## src/rtl/tim1_sr_irq_if.sv

```systemverilog
// Bus between the timer core and the status/interrupt block.
// Event, write and acknowledge strobes are single-cycle pulses sampled on the rising edge; enables are levels.
interface tim1_sr_irq_if;
    logic       ev_update;
    logic       ev_cc1;
    logic       wr_sr;
    logic [2:0] i_sr_wdata;
    logic       i_uie;
    logic       i_cc1ie;
    logic       i_irq_ack;
    logic [2:0] o_sr;
    logic       o_irq;
    logic [1:0] o_state;

    modport slave (
        input  ev_update, ev_cc1, wr_sr, i_sr_wdata, i_uie, i_cc1ie, i_irq_ack,
        output o_sr, o_irq, o_state
    );

    modport master (
        output ev_update, ev_cc1, wr_sr, i_sr_wdata, i_uie, i_cc1ie, i_irq_ack,
        input  o_sr, o_irq, o_state
    );
endinterface

```

## src/rtl/tim1_sr_irq.sv

```systemverilog
// TIM1 status register {CC1OF, CC1IF, UIF} with rc_w0 clears and a registered
// interrupt request driven by an IDLE/PEND/SERVICE handshake with the interrupt controller.
module tim1_sr_irq (
    input  logic          clk,
    input  logic          rst,
    tim1_sr_irq_if.slave  bus
);
    typedef enum logic [1:0] {
        ST_IDLE    = 2'd0,
        ST_PEND    = 2'd1,
        ST_SERVICE = 2'd2
    } state_e;

    state_e     state_q, state_d;
    logic [2:0] sr_q, sr_d;
    logic       irq_q, irq_d;
    logic [2:0] sw_clr;
    logic       pending;
    logic       new_evt;

    // Hardware set wins over a same-cycle software clear; CC1OF looks at pre-edge CC1IF.
    always_comb begin
        sw_clr  = {3{bus.wr_sr}} & ~bus.i_sr_wdata;
        sr_d[0] = bus.ev_update | (sr_q[0] & ~sw_clr[0]);
        sr_d[1] = bus.ev_cc1    | (sr_q[1] & ~sw_clr[1]);
        sr_d[2] = (bus.ev_cc1 & sr_q[1]) | (sr_q[2] & ~sw_clr[2]);
        pending = (sr_q[0] & bus.i_uie) | (sr_q[1] & bus.i_cc1ie);
        new_evt = (bus.ev_update & bus.i_uie) | (bus.ev_cc1 & bus.i_cc1ie);
    end

    always_ff @(posedge clk or posedge rst) begin
        if (rst) begin
            state_q <= ST_IDLE;
            sr_q    <= 3'b000;
            irq_q   <= 1'b0;
        end else begin
            state_q <= state_d;
            sr_q    <= sr_d;
            irq_q   <= irq_d;
        end
    end

    always_comb begin
        state_d = ST_IDLE;
        case (state_q)
            ST_IDLE: begin
                state_d = pending ? ST_PEND : ST_IDLE;
            end
            ST_PEND: begin
                if (bus.i_irq_ack) state_d = ST_SERVICE;
                else if (!pending) state_d = ST_IDLE;
                else               state_d = ST_PEND;
            end
            ST_SERVICE: begin
                if (new_evt)       state_d = ST_PEND;
                else if (!pending) state_d = ST_IDLE;
                else               state_d = ST_SERVICE;
            end
            default: state_d = ST_IDLE;
        endcase
    end

    // Request is registered alongside the state so it never glitches.
    always_comb begin
        irq_d = (state_d == ST_PEND);
    end

    assign bus.o_sr    = sr_q;
    assign bus.o_irq   = irq_q;
    assign bus.o_state = state_q;
endmodule

```

## src/flat_wrapper.sv

```systemverilog
// flat-port wrapper written by rule: the top's interface ports become plain ports
module tim1_sr_irq_flat 
  (clk, rst, bus_ev_update, bus_ev_cc1, bus_wr_sr, bus_i_sr_wdata, bus_i_uie, bus_i_cc1ie, bus_i_irq_ack, bus_o_sr, bus_o_irq, bus_o_state);
  tim1_sr_irq_if bus_i ();
  input  logic clk;
  input  logic rst;
  input wire logic [$bits(bus_i.ev_update)-1:0] bus_ev_update;
  input wire logic [$bits(bus_i.ev_cc1)-1:0] bus_ev_cc1;
  input wire logic [$bits(bus_i.wr_sr)-1:0] bus_wr_sr;
  input wire logic [$bits(bus_i.i_sr_wdata)-1:0] bus_i_sr_wdata;
  input wire logic [$bits(bus_i.i_uie)-1:0] bus_i_uie;
  input wire logic [$bits(bus_i.i_cc1ie)-1:0] bus_i_cc1ie;
  input wire logic [$bits(bus_i.i_irq_ack)-1:0] bus_i_irq_ack;
  output wire logic [$bits(bus_i.o_sr)-1:0] bus_o_sr;
  output wire logic [$bits(bus_i.o_irq)-1:0] bus_o_irq;
  output wire logic [$bits(bus_i.o_state)-1:0] bus_o_state;
  assign bus_i.ev_update = bus_ev_update;
  assign bus_i.ev_cc1 = bus_ev_cc1;
  assign bus_i.wr_sr = bus_wr_sr;
  assign bus_i.i_sr_wdata = bus_i_sr_wdata;
  assign bus_i.i_uie = bus_i_uie;
  assign bus_i.i_cc1ie = bus_i_cc1ie;
  assign bus_i.i_irq_ack = bus_i_irq_ack;
  assign bus_o_sr = bus_i.o_sr;
  assign bus_o_irq = bus_i.o_irq;
  assign bus_o_state = bus_i.o_state;
  tim1_sr_irq u_core (.clk(clk), .rst(rst), .bus(bus_i));
endmodule
```

## config.mk

```make
export PLATFORM = sky130hd
export DESIGN_NAME = tim1_sr_irq_flat
export DESIGN_NICKNAME = d
export VERILOG_FILES = /design/src/rtl/tim1_sr_irq_if.sv /design/src/rtl/tim1_sr_irq.sv /design/src/flat_wrapper.sv
export SDC_FILE = /design/constraint.sdc
export NUM_CORES = 1
export LEC_CHECK = 0
export BUFFER_PORTS_ARGS = -buffer_cell sky130_fd_sc_hd__buf_2
export CORE_AREA = 2 2 39 41
export CTS_BUF_LIST = sky130_fd_sc_hd__clkbuf_4
export CTS_CLUSTER_DIAMETER = 50
export DETAILED_ROUTE_END_ITERATION = 16
export DIE_AREA = 0 0 41 43
export GPL_TIMING_DRIVEN = 0
export PLACE_DENSITY = 0.4
export SKIP_CTS_REPAIR_TIMING = 1
export SYNTH_ARGS = -nofsm -noshare
export SYNTH_HDL_FRONTEND = slang
export SYNTH_SLANG_ARGS = --single-unit
export TNS_END_PERCENT = 1
```

## constraint.sdc

```tcl
create_clock -name clk -period 2.97 [get_ports clk]
set_clock_uncertainty 0.15 [all_clocks]
set_input_delay 0.594 -clock clk [delete_from_list [all_inputs] [get_ports clk]]
set_output_delay 0.594 -clock clk [all_outputs]
set_load 0.1 [all_outputs]
```

Yosys cells after proc, flatten, opt, wreduce, memory -nomap -nowiden
Cells that the tools add are included.

Flip-flop bits (word level): 6. Input bits: 11. Output and inout bits: 6. Logic and storage cells: 30.

Equality and inequality tests: 3. Muxes and demuxes: 5. Bitwise logic cells: 18. Reduce and logical (&&, ||, !) cells: 1.

Operator list (count): 1-bit AND (8); 2-bit 2-to-1 mux (3); 2-bit one-hot mux with 3 select lines (1); 1-bit OR (5); 2-bit by 1-bit == test with 1-bit output, second input constant (2); 3-bit AND (1); 1-bit inverter (3); 3-bit inverter (1); 2-bit == test, second input constant (1); 2-bit logical NOT (1); 1-bit 2-to-1 mux (1).

Depth between registers and ports, before layout
Word-level depth: 6. Gate-level depth with buffers: 3. Depth with buffers taken out: 3.

Least setup slack after synthesis
Ideal clock, no wire load.

Path kind: register -> output. From: reg u_core.state_q[0] (netlist: u_core.bus.o_state[0]). To: out bus_o_state[0]. Arrival time: 0.971 ns. Data required time: 2.226 ns. Setup slack: 1.255 ns. Cell stages (with the launch flop): 1. Path buffers: 0. Path through: dfrtp_1.

RTL lines: start, declared (line tim1_sr_irq.sv:14) `state_e state_q, state_d;`; start signal, assigned (line tim1_sr_irq.sv:37) `state_q <= state_d;`; end, declared (line flat_wrapper.sv:16) `output wire logic [$bits(bus_i.o_state)-1:0] bus_o_state;`.

No word-level cell between the ends.

Final worst setup path
From: reg u_core.state_q[0] (netlist: u_core.bus.o_state[0]). To: out bus_o_state[0].

No word-level cell between the ends.

==> impl_metrics.toml <==
[outcome]
outcome = "finished, final reports clean"

[timing]
worstMarginPinSlew_ps = 486
report.final.hold_viol_count = 0
max_freq_mhz = 532
setup_viol = 0
fin_crit_ps = 1880
holdWs_ps = 113
rsz0062_at_grt = "false"
post-route-period-util_pct = 63.3
slew_headroom_pct = 67.8
drv_slew = 0
finalSetupTns_ps = 0

[cts]
cts_buffer_depth = 2
clock-sinks = 6
cts_tree = "yes"
clkTransAtPathRegs_ps = 40
htree_num_levels = 1
clk-insertion-delay-late_ps = 240
clockRootBuffer = "clkbuf_4"
numCtsBuffers = 3

[drt]
met1Wirelength_um = 255
wl_um = 618
num_vias = 258
drtAntennaViolNets = 0
met2_wirelength_um = 292
first_pass_iters = 3
avgRoutedWirePerCell_um = 10.5
drtIter0Drc = 4
viasPerCell = 4.37
wl_met3_um = 70
drc_errors = 0
top_layer = "met3"

[job]
drv_cap = 0

[yosys]
syn_area_um2 = 273
yosys_warnings = 0
synth_ff_type = "dfrtp_1"
synth-edff-count = 0
seq_area_frac_synth_pct = 55.0
yosysTopAreaCellShare_pct = 55.0
ys_async_sr_fraction_pct = 100
synth_common_cells = "dfrtp_1, nand2b_1"
synthTopCellsByArea = "dfrtp_1, nand2b_1, o21ai_2, a21o_1, o31ai_1"
synth_most_common_cell = "dfrtp_1"
synthesis.nets = 35
syn_inst = 24
ys_types = 11
synth.avg_cell_area_um2 = 11.4
synth_area_leader_cell = "dfrtp_1"
synth_seq_cells = 6

[final_layout]
register_area_um2 = 150
syn_to_final_growth_pct = 45.0
multi_input_area_um2 = 115
fillCellCount = 153
drive_above_1_share_pct = 53.5
final_nets = 56
design_area_um2 = 395
diodes = 0

[setup_path]
crit_path_end_kind = "primary output"
start_kind = "flop"
crit_family = "buffers and inverters"
crit_required_ps = 2230
crit_type = "reg -> out"
cpPeakStageDelay_ps = 460
critPathBufInv = 1
crit_fanout = 6
crit_arrival_ps = 1140
critPathSlowestCell = "buf_2"
crit_chain = "buf_2"
r2r_slack_ps = 1850

[pwr]
p_leak_nw = 0.192
ir_drop_v = 0.000269
powerDensity_nw_per_um2 = 891
power.total_mw = 0.352

[die]
die_height_um = 43
initial_utilization_pct = 19.7
chipWidth_um = 41
io_pins = 17
rows = 14
core-area_um2 = 1380
die_area_um2 = 1760

[placed_design]
place_area_um2 = 373
hpwl_um = 512
place_congestion = 0.627
port_buffers = 16

[min_path]
hold_path_class = "in -> async"

[global_route]
grt_pass1_wl_mm = 1.12
grt_pass1_vias = 277
globalRouteTotalUtil_pct = 9.80
grt_antenna_before_repair = 0
gr-total-overflow = 0
grt_max_degree = 7
## where the power goes
group / leakage [nW] / switching [mW] / total [mW] / internal (mW)
clock: 0.0138 / 0.0275 / 0.0730 / 0.0456
sequential: 0.0675 / 0.0142 / 0.111 / 0.0969
combinational: 0.111 / 0.139 / 0.168 / 0.0295
## per-layer routing
metal | vias up | global-route usage [%]
met1 | 115 | 11.1
li1 | 128 | -
met5 | - | 0
met2 | 15 | 14.1
met3 | 0 | 4.71
met4 | 0 | 6.00
## state kept, by name, summed over array words and instances, names as in the netlist
name	count
u_core.bus.o_state	2
u_core.bus.o_sr	3
u_core.bus.o_irq	1
## placed cells by master, fill, tap and decap left out
cell,Yosys,final
a21o_1,2,2
a22o_1,1,1
a22o_2,1,1
a22oi_2,1,1
buf_2,0,16
clkbuf_4,0,3
dfrtp_1,6,6
inv_1,2,2
nand2b_1,3,3
nand3_1,2,2
nor2_1,2,2
o21ai_2,2,2
o31ai_1,2,2
## per-stage QoR
step	util, %	setup slack [ps]	cells
after global routing	28.6	1030	59
after detailed placement	26.9	1340	56
after floorplan	-	1260	24
after global placement	26.9	1350	56
after CTS	28.6	1070	59
final	28.6	1090	59
## cell type report
type                            count  area share, %
Sequential cell                     6           38.0
Multi-Input combinational cell     16           29.1
Timing Repair Buffer               16           20.3
Clock buffer                        3           5.70
Tap cell                           16           5.06
Inverter                            2           1.90
## logic make-up after synthesis
group                  count (synthesis)  synth area share, %
flip-flops                             6                 55.0
AND/OR/NAND/NOR                        7                 13.3
buffers and inverters                  2                 2.75
AO/OA/AOI/OAI                          9                 28.9
## path summary, 6_finish.rpt
path                            depth (start not counted)             startpoint               endpoint
worst max-delay path                                    1  u_core.bus.o_state[0]         bus_o_state[0]
worst min-delay path                                    2                    rst  u_core.bus.o_state[1]
worst max register to register                          3     u_core.bus.o_sr[1]       u_core.bus.o_irq
worst min register to register                          1     u_core.bus.o_sr[2]     u_core.bus.o_sr[2]
max in group asynchronous                               2                    rst     u_core.bus.o_sr[1]
min in group clk                                        1     u_core.bus.o_sr[2]     u_core.bus.o_sr[2]
## worst reg2reg max path, cell delays in order (launching register included)
cell and delay, ps:
dfrtp_1 410, a22o_2 290, o21ai_2 70, o31ai_1 90
Power figures use the tool's default switching activity.
